$ cat src/rtl/nibble_serial_adder_if.sv
// rtl/nibble_serial_adder_if.sv - request/result bundle for the nibble-serial adder
interface nibble_serial_adder_if #(
    parameter int NIB = 4
) ();
    localparam int W = 4 * NIB;

    logic         start;
    logic [W-1:0] a;
    logic [W-1:0] b;
    logic         cin;
    logic         busy;
    logic         done;
    logic [W-1:0] sum;
    logic         cout;
    logic         ovf;

    modport master (
        output start, a, b, cin,
        input  busy, done, sum, cout, ovf
    );

    modport slave (
        input  start, a, b, cin,
        output busy, done, sum, cout, ovf
    );
endinterface

$ cat src/rtl/nibble_serial_adder.sv
// rtl/nibble_serial_adder.sv - W-bit adder processing one 4-bit lookahead nibble per cycle
module nibble_serial_adder #(
    parameter int NIB = 4
) (
    input  logic                  clk,
    input  logic                  rst,
    nibble_serial_adder_if.slave  bus
);
    localparam int W  = 4 * NIB;
    localparam int CW = (NIB > 1) ? $clog2(NIB) : 1;

    typedef enum logic [1:0] {
        S_IDLE,
        S_RUN,
        S_DONE
    } state_t;

    state_t         state_q;
    logic [CW-1:0]  cnt_q;
    logic [W-1:0]   a_q;
    logic [W-1:0]   b_q;
    logic           carry_q;
    logic [W-1:0]   sum_q;
    logic           cout_q;
    logic           ovf_q;
    logic           busy_q;
    logic           done_q;

    logic [3:0]     nib_a;
    logic [3:0]     nib_b;
    logic [3:0]     nib_p;
    logic [3:0]     nib_g;
    logic [4:0]     nib_c;
    logic [3:0]     nib_s;
    logic           last_nib;

    always_comb begin
        nib_a    = a_q[{cnt_q, 2'b00} +: 4];
        nib_b    = b_q[{cnt_q, 2'b00} +: 4];
        nib_p    = nib_a ^ nib_b;
        nib_g    = nib_a & nib_b;
        nib_c    = 5'b0;
        nib_c[0] = carry_q;
        for (int i = 0; i < 4; i++) begin
            nib_c[i+1] = nib_g[i] | (nib_p[i] & nib_c[i]);
        end
        nib_s    = nib_p ^ nib_c[3:0];
        last_nib = (cnt_q == CW'(NIB - 1));
    end

    always_ff @(posedge clk or posedge rst) begin
        if (rst) begin
            state_q <= S_IDLE;
            cnt_q   <= '0;
            a_q     <= '0;
            b_q     <= '0;
            carry_q <= 1'b0;
            sum_q   <= '0;
            cout_q  <= 1'b0;
            ovf_q   <= 1'b0;
            busy_q  <= 1'b0;
            done_q  <= 1'b0;
        end else begin
            case (state_q)
                S_IDLE, S_DONE: begin
                    // DONE accepts a new request exactly like IDLE, so back-to-back adds need no bubble
                    if (bus.start) begin
                        a_q     <= bus.a;
                        b_q     <= bus.b;
                        carry_q <= bus.cin;
                        cnt_q   <= '0;
                        state_q <= S_RUN;
                        busy_q  <= 1'b1;
                        done_q  <= 1'b0;
                    end else begin
                        state_q <= S_IDLE;
                        busy_q  <= 1'b0;
                        done_q  <= 1'b0;
                    end
                end
                S_RUN: begin
                    sum_q[{cnt_q, 2'b00} +: 4] <= nib_s;
                    carry_q                    <= nib_c[4];
                    if (last_nib) begin
                        cout_q  <= nib_c[4];
                        ovf_q   <= nib_c[3] ^ nib_c[4];
                        state_q <= S_DONE;
                        busy_q  <= 1'b0;
                        done_q  <= 1'b1;
                    end else begin
                        cnt_q   <= cnt_q + 1'b1;
                    end
                end
                default: begin
                    state_q <= S_IDLE;
                    busy_q  <= 1'b0;
                    done_q  <= 1'b0;
                end
            endcase
        end
    end

    assign bus.busy = busy_q;
    assign bus.done = done_q;
    assign bus.sum  = sum_q;
    assign bus.cout = cout_q;
    assign bus.ovf  = ovf_q;
endmodule

$ cat src/flat_wrapper.sv
// flat-port wrapper written by rule: the top's interface ports become plain ports
module nibble_serial_adder_flat 
#(
    parameter int NIB = 4
)
  (clk, rst, bus_start, bus_a, bus_b, bus_cin, bus_busy, bus_done, bus_sum, bus_cout, bus_ovf);
  nibble_serial_adder_if #(.NIB(NIB)) bus_i ();
  input  logic clk;
  input  logic rst;
  input wire logic [$bits(bus_i.start)-1:0] bus_start;
  input wire logic [$bits(bus_i.a)-1:0] bus_a;
  input wire logic [$bits(bus_i.b)-1:0] bus_b;
  input wire logic [$bits(bus_i.cin)-1:0] bus_cin;
  output wire logic [$bits(bus_i.busy)-1:0] bus_busy;
  output wire logic [$bits(bus_i.done)-1:0] bus_done;
  output wire logic [$bits(bus_i.sum)-1:0] bus_sum;
  output wire logic [$bits(bus_i.cout)-1:0] bus_cout;
  output wire logic [$bits(bus_i.ovf)-1:0] bus_ovf;
  assign bus_i.start = bus_start;
  assign bus_i.a = bus_a;
  assign bus_i.b = bus_b;
  assign bus_i.cin = bus_cin;
  assign bus_busy = bus_i.busy;
  assign bus_done = bus_i.done;
  assign bus_sum = bus_i.sum;
  assign bus_cout = bus_i.cout;
  assign bus_ovf = bus_i.ovf;
  nibble_serial_adder #(.NIB(NIB)) u_core (.clk(clk), .rst(rst), .bus(bus_i));
endmodule
$ cat config.mk
export PLATFORM = sky130hd
export DESIGN_NAME = nibble_serial_adder_flat
export DESIGN_NICKNAME = d
export VERILOG_FILES = /design/src/rtl/nibble_serial_adder_if.sv /design/src/rtl/nibble_serial_adder.sv /design/src/flat_wrapper.sv
export SDC_FILE = /design/constraint.sdc
export NUM_CORES = 1
export LEC_CHECK = 0
export BUFFER_PORTS_ARGS = -buffer_cell sky130_fd_sc_hd__buf_2
export CAP_MARGIN = 10
export CELL_PAD_IN_SITES_DETAIL_PLACEMENT = 1
export CELL_PAD_IN_SITES_GLOBAL_PLACEMENT = 2
export CORE_ASPECT_RATIO = 0.8
export CORE_MARGIN = 2
export CORE_UTILIZATION = 34
export DETAILED_ROUTE_END_ITERATION = 12
export PLACE_DENSITY_LB_ADDON = 0.12
export SLEW_MARGIN = 10
export SYNTH_ARGS = -nofsm -noshare
export SYNTH_HDL_FRONTEND = slang
export SYNTH_SLANG_ARGS = --single-unit
$ cat constraint.sdc
create_clock -name clk -period 2.8 [get_ports clk]
set_input_delay 0.7 -clock clk [delete_from_list [all_inputs] [get_ports clk]]
set_output_delay 0.7 -clock clk [all_outputs]
set_load 0.005 [all_outputs]
### Word-level counts from Yosys, hierarchy flattened

Index checks and enable logic that the tools add are counted.
Widths: inputs -> output; s select.

* bits in registers: 57
* bits of input ports: 36
* output and inout bits: 20
* word-level logic and storage cells: 55

* add/sub/neg operators: 2
* eq/ne operators: 6
* shift operators: 4
* multiplexer cells: 14
* bitwise operators: 12
* reductions and logical operators: 7

Operator list (count)
* $shiftx 16x5->4: 2
* $bwmux 16: 1
* $shift 4x6->16 const A: 1
* $shiftx 4x6->16: 1
* $pmux 2 s2: 2
* $xor 4x4->4: 2
* $mux 1: 6
* $mux 2: 3
* $neg 4->6: 1
* $reduce_and 2->1: 3
* $and 1x1->1: 4
* $and 4x4->4: 1
* $eq 2x2->1 const B: 2
* $ne 2x2->1 const B: 2
* $or 1x1->1: 4
* $pmux 1 s2: 2
* $reduce_and 3->1: 1
* $add 2x1->2 const B: 1
* $eq 2x1->1 const B: 1
* $logic_not 2->1: 1
* $ne 2x1->1 const B: 1
* $reduce_bool 2->1: 1
* $reduce_or 2->1: 1
* $xor 1x1->1: 1

### Longest topological paths before layout

Gate-level depths: netlist of the first run.

* depth in word-level cells: 11
* gate-level depth with buffers: 10

### Worst setup path after synthesis of the first run

Ideal clock, no wire load.

* kind: register -> register
* start point: register u_core.cnt_q[0]
* end point: register u_core.sum_q[11] (netlist: u_core.bus.sum[11])
* arrival time: 2793 ps
* required time: 2704 ps
* path slack: -89 ps
* stages on the path, launching flop included: 11
* buffers on the path: 1
* path through: dfrtp_1 buf_6 mux4_2 fa_1 inv_1 fa_1 fa_1 inv_1 fa_1 nand2b_1 o31ai_1

* word-level cells in the longest chain between the ends: 11
* elaborated cells on any way between the ends: 15
* those cells by class: add/sub: 1; shift: 4; mux: 1; bitwise: 9

RTL lines
* start: declaration: line nibble_serial_adder.sv:19 `logic [CW-1:0] cnt_q;`
* start signal: assignment: line nibble_serial_adder.sv:91 `cnt_q <= cnt_q + 1'b1;`
* $shiftx 16x5->4 (on tied branches): line nibble_serial_adder.sv:38, nibble_serial_adder.sv:39
* $xor 4x4->4: line nibble_serial_adder.sv:40 `nib_p = nib_a ^ nib_b;`
* $and 1x1->1: line nibble_serial_adder.sv:45 `nib_c[i+1] = nib_g[i] | (nib_p[i] & nib_c[i]);`
* $or 1x1->1: line nibble_serial_adder.sv:45
* $and 1x1->1: line nibble_serial_adder.sv:45
* $or 1x1->1: line nibble_serial_adder.sv:45
* $and 1x1->1: line nibble_serial_adder.sv:45
* $or 1x1->1: line nibble_serial_adder.sv:45
* $xor 4x4->4: line nibble_serial_adder.sv:47 `nib_s = nib_p ^ nib_c[3:0];`
* $shiftx 4x6->16: line nibble_serial_adder.sv:82 `sum_q[{cnt_q, 2'b00} +: 4] <= nib_s;`
* $bwmux 16 (*): line nibble_serial_adder.sv:82
* end signal: indexed assignment: line nibble_serial_adder.sv:82
* end: declaration: line nibble_serial_adder.sv:23 `logic [W-1:0] sum_q;`

Mark *: on every way between the ends. The rest lies on a longest branch, timed or not.
A chain may end at the register's enable or synchronous reset.

### Worst setup path in the final report of the first run

* start point: register u_core.cnt_q[1]
* end point: register u_core.sum_q[7] (netlist: u_core.bus.sum[7])

Same word-level chain as after synthesis.

==> results of run 1 <==
[final cells by class]
class | count | area [µm²]
inverters | 11 | 41.3
well taps | 108 | 135
flip-flops and latches | 56 | 1400
clock buffers | 7 | 96.3
fillers | 861 | 4580
clock inverters | 1 | 30.0
multi-input cells | 112 | 1200
repair buffers | 63 | 352
[cells by family after synthesis]
| family | after synthesis |
|---|---|
| AO/OA/AOI/OAI | 22 |
| XOR/XNOR | 1 |
| adder cells (fa/ha/maj) | 10 |
| buffers and inverters | 19 |
| flip-flops | 56 |
| multiplexers | 42 |
| AND/OR/NAND/NOR | 37 |
[cells in the final DEF, fill, tap and decap left out, types with 2 or more instances in the layout]
| cell type | count |
|---|---|
| o41ai_1 | 6 |
| inv_2 | 4 |
| o21ai_1 | 3 |
| o31ai_1 | 8 |
| clkbuf_8 | 7 |
| mux2_2 | 4 |
| fa_2 | 3 |
| nand3b_2 | 3 |
| o21ai_0 | 2 |
| mux2_4 | 29 |
| buf_4 | 6 |
| nand2_1 | 24 |
| mux4_2 | 8 |
| dfrtp_1 | 55 |
| ha_1 | 6 |
| nand3b_1 | 2 |
| nand2b_1 | 2 |
| buf_2 | 55 |
| inv_1 | 7 |
[worst min path at each step]
stage | start | endpoint | slack, ns | depth (start not counted)
after floorplan | u_core.bus.sum[10] | u_core.bus.sum[10] | 0.47 | 2
after global placement | u_core.bus.sum[5] | u_core.bus.sum[5] | 0.46 | 2
after detailed placement | u_core.bus.busy | u_core.bus.busy | 0.46 | 1
after CTS | rst | u_core.bus.sum[1] | 0.44 | 3
after global routing | rst | u_core.a_q[8] | 0.46 | 3
final | rst | u_core.a_q[8] | 0.43 | 3
[power groups by stage]
| stage | clock network, mW | registers (mW) | logic [mW] |
|---|---|---|---|
| after floorplan | 0 | 1.37 | 1.66 |
| after global placement | 0 | 1.46 | 2.23 |
| after detailed placement | 0 | 1.45 | 2.25 |
| after CTS | 0.598 | 1.43 | 2.26 |
| after global routing | 0.632 | 1.48 | 2.54 |
| final | 0.576 | 1.43 | 2.27 |
[per-layer routing]
layer	up-vias	global-route usage
li1	788	-
met1	827	0.237
met2	37	0.196
met3	4	0.0359
met4	0	0.0369
met5	-	0
[sequential cells by signal, indices dropped and copies added, names as in the netlist]
signal           count
u_core.bus.busy      1
u_core.b_q          16
u_core.carry_q       1
u_core.bus.cout      1
u_core.bus.sum      16
u_core.state_q       2
u_core.bus.ovf       1
u_core.cnt_q         2
u_core.a_q          16
[critical path, cell delays in order, from the launching register on]
cell and delay (ns):
dfrtp_1 0.38, mux4_2 0.54, fa_2 0.37, inv_2 0.06, fa_2 0.20, fa_2 0.21
inv_2 0.04, fa_1 0.51, nand2b_1 0.10, o31ai_1 0.23
[repair_timing]
item	in CTS	in global routing
gates resized for setup	0	4
setup buffers	0	2
endpoints found under the hold margin	0	0
endpoints found under the setup margin	0	5
==> impl_metrics.csv, run 1 <==
group,metric,value,unit
timing,fmax,367,MHz
cells_and_area,nets,295,
cts,clockBufferDepth,2,
timing,relSlewSlack,0.608,
yosys,yosysMostFrequentCell,"dfrtp_1",
global_route,grt_pass1_vias,1801,
cts,cts_root_buf,"clkbuf_8",
worst_setup_path,worstRegToRegCells,9,
timing,worst_slew_pin_slew,0.587,ns
floorplan,core-area,7840,µm²
worst_hold_path,worst_hold_path_type,"input pin to async pin",
cts,postCtsHoldBufs,0,
cts,clk_pin_slew,0.10,ns
worst_setup_path,endpoint,"u_core.bus.sum[7]",
yosys,synth_compound_area_frac,0.0579,
pwr,p_seq_frac,0.335,
cts,cts_tree,"yes",
placed_design,gp_congestion,0.702,
route,wl_per_cell,16.4,µm
cts,htreeDepth,2,
route,wl_met2,2.38,mm
pwr,swShare,0.380,
global_route,grt_first_pass_wirelength,9.97,mm
floorplan,fp.dieArea,8740,µm²
yosys,muxShareOfSynthArea,0.246,
route,drtIter0Drc,47,
pwr,p_int,2.65,mW
pwr,power_switching,1.62,mW
cells_and_area,synthToLayoutAreaGrowth,19.8,%
yosys,synth_warnings,0,
yosys,synth_fa_ha_area_frac,0.0570,
floorplan,rows,29,
yosys,synth_edf_count,0,
yosys,syn_inst,187,
pwr,vdd_drop_max,0.582,mV
timing,finalClockSkew,0.00850,ns
timing,hold_viol,0,
pwr,clkPwrFrac,0.135,
cells_and_area,n_antenna_cell,0,
worst_setup_path,r2r_setup_slack,0.08,ns
worst_setup_path,worstPathMaxFanout,3,
yosys,synth_xor_area_frac,0.00322,
floorplan,start_util,0.347,
pwr,combPwrFrac,0.531,
yosys,synthTopCellsByCount,"dfrtp_1 (56), mux2_4 (29), nand2_1 (24)",
worst_setup_path,start_kind,"register",
timing,setup_viol,0,
yosys,yosys-top-cells-area,"dfrtp_1 (51%), mux2_4 (16%), mux4_2 (6.6%)",
floorplan,dieHeight,84.0,µm
global_route,grt_overflow,0,
timing,finalCriticalPeriod,2.72,ns
placed_design,place_inst,348,
worst_setup_path,reg2reg_to,"u_core.bus.sum[7]",
yosys,synth_top_area_share,0.515,
timing,maxSlewViolCount,0,
yosys,async_flop_share,1.00,
route,drt_first_pass_iters,4,
route,route.top_layer_used,"met4",
cts,clkSinkCount,56,
worst_setup_path,worstPathArrival,2.94,ns
route,wl_met3,260,µm
yosys,synthesis.area,2720,µm²
route,vias,1656,
yosys,synth_seq_cells,56,
yosys,syn_nets,233,
yosys,synth_top_family_by_area,"multiplexers",
route,final_antenna_net_count,0,
flow_run,cap_violations,0,
pwr,p_total,4.27,mW
floorplan,fp.dieW,104,µm
yosys,synthFlopType,"dfrtp_1",
timing,setup_ws,0.0772,ns
worst_setup_path,worstSetupPathType,"register to register",
global_route,grt_use_total,0.148,
yosys,synthSimpleGateAreaFrac,0.0726,
pwr,p_leak,1.57,nW
route,vias_per_cell,4.63,
worst_setup_path,reg2reg_from,"u_core.cnt_q[1]",
worst_setup_path,crit_path_start,"u_core.cnt_q[1]",
cells_and_area,final_cell_count_no_fill,358,
route,drt-met1-wl,3.18,mm
cells_and_area,final_area,3260,µm²
route,post-route-drc-count,0,
placed_design,portBuffers,55,
cts,cts_buffers,5,
worst_setup_path,critPathCaptureType,"register",
yosys,synth_top_area_cell,"dfrtp_1",
yosys,seq_area_frac_synth,0.515,
floorplan,ios,56,
placed_design,dpl_cell_area,3110,µm²
timing,fin_crit_sh,0.972,
timing,setup_tns,0,ns
cells_and_area,drive_above_1_share,0.500,
placed_design,post-place-ws,0.0588,ns
cts,clock_latency,0.31,ns
outcome,status,"completed",
timing,whs,0.432,ns
placed_design,post-dp-hpwl,4.24,mm
global_route,antenna_found_initial,0,
cells_and_area,post-route-util,0.416,
yosys,avgSynthCellArea,14.6,µm²
route,routed_wl,5.87,mm
yosys,synth_cell_types,30,
timing,rsz0062_at_grt,"yes",
global_route,grt_start_max_net_pins,57,
worst_setup_path,worst_ep_required_time,3.02,ns
pwr,power_density,1310,nW/µm²
No activity file was read; power rests on OpenSTA's default activity.
==> inputs of run 2 (changes only) <==
--- a/config.mk
+++ b/config.mk
@@ -13,8 +13,8 @@
 export CORE_MARGIN = 2
 export CORE_UTILIZATION = 34
 export DETAILED_ROUTE_END_ITERATION = 12
-export PLACE_DENSITY_LB_ADDON = 0.12
-export SLEW_MARGIN = 10
+export PLACE_DENSITY_LB_ADDON = 0.1
+export SLEW_MARGIN = 5
 export SYNTH_ARGS = -nofsm -noshare
 export SYNTH_HDL_FRONTEND = slang
 export SYNTH_SLANG_ARGS = --single-unit
==> impl_metrics.csv, run 2 (synthesized netlist as in run 1, its figures left out) <==
group,metric,value,unit
outcome,status,"completed",
timing,setup_viol,0,
pwr,vdd_drop_max,0.557,mV
worst_setup_path,reg2reg_from,"u_core.cnt_q[1]",
timing,finalClockSkew,0.00628,ns
placed_design,gp_congestion,0.689,
cells_and_area,final_area,3270,µm²
placed_design,post-dp-hpwl,4.49,mm
cts,cts_buffers,5,
global_route,grt_first_pass_wirelength,9.96,mm
timing,worst_slew_pin_slew,0.594,ns
cts,cts_tree,"yes",
worst_setup_path,critPathCaptureType,"register",
cts,postCtsHoldBufs,0,
pwr,power_density,1300,nW/µm²
cts,clk_pin_slew,0.10,ns
cts,clock_latency,0.30,ns
worst_setup_path,worstPathArrival,2.95,ns
timing,finalCriticalPeriod,2.73,ns
timing,setup_tns,0,ns
worst_setup_path,worst_ep_required_time,3.02,ns
cts,cts_root_buf,"clkbuf_8",
pwr,p_total,4.25,mW
worst_setup_path,crit_path_start,"u_core.cnt_q[1]",
timing,hold_viol,0,
cells_and_area,final_cell_mix,"buf_2 (55), dfrtp_1 (55), mux2_4 (29), nand2_1 (24)",
flow_run,cap_violations,0,
floorplan,fp.dieArea,8740,µm²
timing,whs,0.443,ns
cts,clockBufferDepth,2,
route,drt_first_pass_iters,4,
cts,htreeDepth,2,
cells_and_area,post-route-util,0.417,
floorplan,dieHeight,84.0,µm
cells_and_area,synthToLayoutAreaGrowth,20.1,%
timing,fin_crit_sh,0.975,
timing,relSlewSlack,0.604,
cells_and_area,nets,298,
cells_and_area,fill_cells,843,
timing,setup_ws,0.0708,ns
route,drtIter0Drc,38,
global_route,grt_pass1_vias,1773,
worst_hold_path,worst_hold_path_type,"input pin to async pin",
pwr,p_leak,1.58,nW
global_route,grt_overflow,0,
worst_setup_path,worstPathMaxFanout,3,
cells_and_area,drive_above_1_share,0.506,
placed_design,dpl_cell_area,3130,µm²
global_route,grt_start_max_net_pins,31,
timing,fmax,366,MHz
route,final_antenna_net_count,0,
floorplan,ios,56,
cells_and_area,final_cell_count_no_fill,361,
route,vias,1706,
route,routed_wl,6.00,mm
floorplan,core-area,7840,µm²
floorplan,rows,29,
route,post-route-drc-count,0,
timing,maxSlewViolCount,0,
placed_design,place_inst,348,
floorplan,start_util,0.347,
placed_design,post-place-ws,0.0324,ns
route,vias_per_cell,4.73,
cts,clkSinkCount,56,
global_route,grt_use_total,0.147,
worst_setup_path,worstSetupPathType,"register to register",
timing,rsz0062_at_grt,"yes",
global_route,antenna_found_initial,0,
cells_and_area,n_antenna_cell,0,
floorplan,fp.dieW,104,µm
placed_design,portBuffers,55,
worst_setup_path,start_kind,"register",
route,wl_per_cell,16.6,µm
## run 2: changes by cell type in the layout (fill, tap and decap cells not counted), sizes merged
cell / change
clkbuf: -1
buf: +3
bufinv: -1
clkinv: +1
inv: +1
## run 2: area by class of cell
class                   count  area, µm²  area share
well taps                 108        135      0.0413
clock buffers               6       82.6      0.0253
inverters                  11       41.3      0.0126
repair buffers             66        387       0.118
clock inverters             2       13.8     0.00421
multi-input cells         112       1210       0.369
flip-flops and latches     56       1400       0.429
## run 2: path summary, 6_finish.rpt
path / end / slack (ns) / depth (start not counted)
setup / recovery: u_core.bus.sum[7] / 0.07 / 9
hold / removal: u_core.a_q[11] / 0.44 / 2
setup reg to reg: u_core.bus.sum[7] / 0.07 / 9
hold reg to reg: u_core.bus.sum[12] / 0.48 / 2
max in group asynchronous: u_core.cnt_q[0] / 1.78 / 3
min in group clk: u_core.bus.sum[12] / 0.48 / 2
## run 2: metal layers
layer / GRT usage / routed length [µm] / vias up
met5: 0 / 0 / -
met4: 0.0258 / 35 / 0
met3: 0.0351 / 312 / 4
li1: - / - / 784
met2: 0.203 / 2490 / 43
met1: 0.233 / 3160 / 875
## run 2: repair_timing
action                     in CTS  in global routing
buffers inserted                0                  5
resized for setup               0                  3
setup endpoints to repair       0                  7
## run 2: worst max-delay path, stage by stage (launching register included)
cell and delay (ns):
dfrtp_1 0.41, mux4_2 0.54, fa_2 0.37, inv_2 0.07, fa_2 0.20, fa_2 0.22, inv_2 0.04, fa_1 0.50
nand2b_1 0.11, o31ai_1 0.20
## run 2: where the power goes
part / total, mW / switching (mW) / internal [mW]
clock: 0.472 / 0.269 / 0.203
combinational: 2.33 / 1.13 / 1.20
sequential: 1.44 / 0.261 / 1.18
==> inputs of run 3 (changes only) <==
--- a/config.mk
+++ b/config.mk
@@ -11,7 +11,8 @@
 export CELL_PAD_IN_SITES_GLOBAL_PLACEMENT = 2
 export CORE_ASPECT_RATIO = 0.8
 export CORE_MARGIN = 2
-export CORE_UTILIZATION = 34
+export CORE_UTILIZATION = 35
+export CTS_BUF_LIST = sky130_fd_sc_hd__clkbuf_4
 export DETAILED_ROUTE_END_ITERATION = 12
 export PLACE_DENSITY_LB_ADDON = 0.1
 export SLEW_MARGIN = 5
==> impl_metrics.csv, run 3 (synthesized netlist as in run 1, its figures left out) <==
group,metric,value,unit
worst_setup_path,r2r_setup_slack,0.04,ns
worst_setup_path,reg2reg_to,"u_core.bus.sum[11]",
route,final_antenna_net_count,0,
global_route,antenna_found_initial,0,
worst_setup_path,worstPathMaxFanout,5,
worst_setup_path,critPathSlowestCell,"mux4_2",
floorplan,start_util,0.365,
global_route,grt_start_max_net_pins,32,
route,drtIter0Drc,33,
timing,setup_viol,0,
cts,cts_root_buf,"clkbuf_4",
worst_setup_path,worstSetupPathType,"register to register",
route,routed_wl,6.23,mm
timing,maxSlewViolCount,0,
placed_design,dpl_cell_area,3130,µm²
cts,cts_tree,"yes",
cells_and_area,n_antenna_cell,0,
worst_setup_path,worstPathArrival,3.06,ns
cts,clockBufferDepth,2,
cts,htreeDepth,2,
timing,hold_viol,0,
cells_and_area,final_cell_mix,"buf_2 (55), dfrtp_1 (55), mux2_4 (29), nand2_1 (24), mux4_2 (8)",
timing,fin_crit_sh,0.987,
global_route,grt_use_total,0.157,
floorplan,fp.dieW,103,µm
timing,fmax,362,MHz
worst_setup_path,worst_path_largest_cell_delay,0.53,ns
worst_setup_path,critPathCaptureType,"register",
placed_design,portBuffers,55,
worst_setup_path,worstRegToRegCells,9,
floorplan,rows,28,
worst_setup_path,crit_top_cell,"fa_2",
worst_hold_path,worst_hold_path_type,"input pin to async pin",
timing,relSlewSlack,0.514,
floorplan,dieHeight,82.9,µm
route,drt_first_pass_iters,4,
worst_setup_path,worst_ep_required_time,3.09,ns
pwr,power_density,1270,nW/µm²
pwr,p_leak,1.54,nW
placed_design,gp_congestion,0.703,
pwr,vdd_drop_max,0.462,mV
flow_run,cap_violations,0,
pwr,p_total,4.07,mW
timing,finalClockSkew,0.0166,ns
global_route,grt_pass1_vias,1853,
timing,rsz0062_at_grt,"yes",
floorplan,fp.dieArea,8500,µm²
cells_and_area,fill_cells,803,
cts,clkSinkCount,56,
timing,worst_slew_pin_slew,0.728,ns
floorplan,ios,56,
worst_setup_path,critPathTopFamily,"adder cells",
timing,finalCriticalPeriod,2.76,ns
worst_setup_path,start_kind,"register",
worst_setup_path,reg2reg_from,"u_core.cnt_q[0]",
worst_setup_path,cp.buffers_inverters,2,
floorplan,core-area,7460,µm²
cells_and_area,nets,296,
route,vias,1663,
global_route,grt_first_pass_wirelength,10.2,mm
outcome,status,"completed",
cells_and_area,final_area,3200,µm²
cells_and_area,synthToLayoutAreaGrowth,17.4,%
worst_setup_path,crit_chain,"mux4_2, fa_2, inv_2, fa_2, fa_2, inv_2, fa_1, nand2b_1, o31ai_1",
cts,clock_latency,0.38,ns
cts,cts_buffers,5,
route,post-route-drc-count,0,
cts,postCtsHoldBufs,0,
placed_design,post-dp-hpwl,4.64,mm
global_route,grt_overflow,0,
route,vias_per_cell,4.68,
cts,clk_pin_slew,0.16,ns
route,wl_per_cell,17.5,µm
cells_and_area,drive_above_1_share,0.496,
-- run 3: changes by cell type in the layout (fill, tap and decap cells not counted), sizes merged --
cell / delta
buf: -2
clkbuf: -1
clkinv: +1
inv: -1
-- run 3: area by class of cell --
cell class / count / area, µm² / area share
clock inverter: 2 / 7.51 / 0.00235
sequential: 56 / 1400 / 0.439
multi-input combinational: 112 / 1210 / 0.378
clock buffer: 5 / 37.5 / 0.0117
timing repair buffer: 64 / 368 / 0.115
inverter: 11 / 41.3 / 0.0129
tap: 105 / 131 / 0.0411
-- run 3: layer usage --
layer	global-route usage	vias up	wire length, µm
li1	-	781	-
met3	0.0286	8	203
met1	0.244	834	3280
met4	0.0436	0	78
met5	0	-	0
met2	0.222	40	2660
-- run 3: what timing repair did --
item / in CTS / in global routing
resized for setup: 0 / 3
setup buffers: 0 / 2
setup endpoints to repair: 0 / 4
-- run 3: how the worst max path moves through the flow --
| stage | from | slack [ns] | to | cells after the start |
|---|---|---|---|---|
| floorplan | u_core.cnt_q[0] | 0.03 | u_core.bus.sum[11] | 10 |
| global placement | u_core.cnt_q[0] | 0.10 | u_core.bus.sum[7] | 9 |
| detailed placement | u_core.cnt_q[0] | -0.006 | u_core.bus.sum[11] | 9 |
| CTS | u_core.cnt_q[0] | 0.006 | u_core.bus.sum[11] | 9 |
| global route | u_core.cnt_q[0] | -0.03 | u_core.bus.sum[7] | 9 |
| finish | u_core.cnt_q[0] | 0.04 | u_core.bus.sum[11] | 9 |
-- run 3: report_power, final --
group | leakage (nW) | total (mW) | switching, mW | internal [mW]
Clock | 0.0261 | 0.333 | 0.244 | 0.0886
Combinational | 0.821 | 2.30 | 1.14 | 1.17
Sequential | 0.691 | 1.44 | 0.260 | 1.18
Total | 1.54 | 4.07 | 1.64 | 2.43
-- run 3: worst reg2reg max path: stages (launching register included) --
cell and delay (ns):
dfrtp_2 0.44, mux4_2 0.53, fa_2 0.35, inv_2 0.07, fa_2 0.20, fa_2 0.21, inv_2 0.04, fa_1 0.50
nand2b_1 0.12, o31ai_1 0.23
-- run 3: metrics by stage --
stage	hold slack (ns)	setup slack, ns	cells	utilization	TNS, ns
global route	0.452	-0.0316	355	0.428	-0.0481
detailed placement	0.461	-0.00589	346	0.420	-0.00589
floorplan	0.467	0.0294	187	-	0
finish	0.418	0.0353	355	0.428	0
global placement	0.458	0.103	346	0.420	0
CTS	0.421	0.00593	353	0.426	0
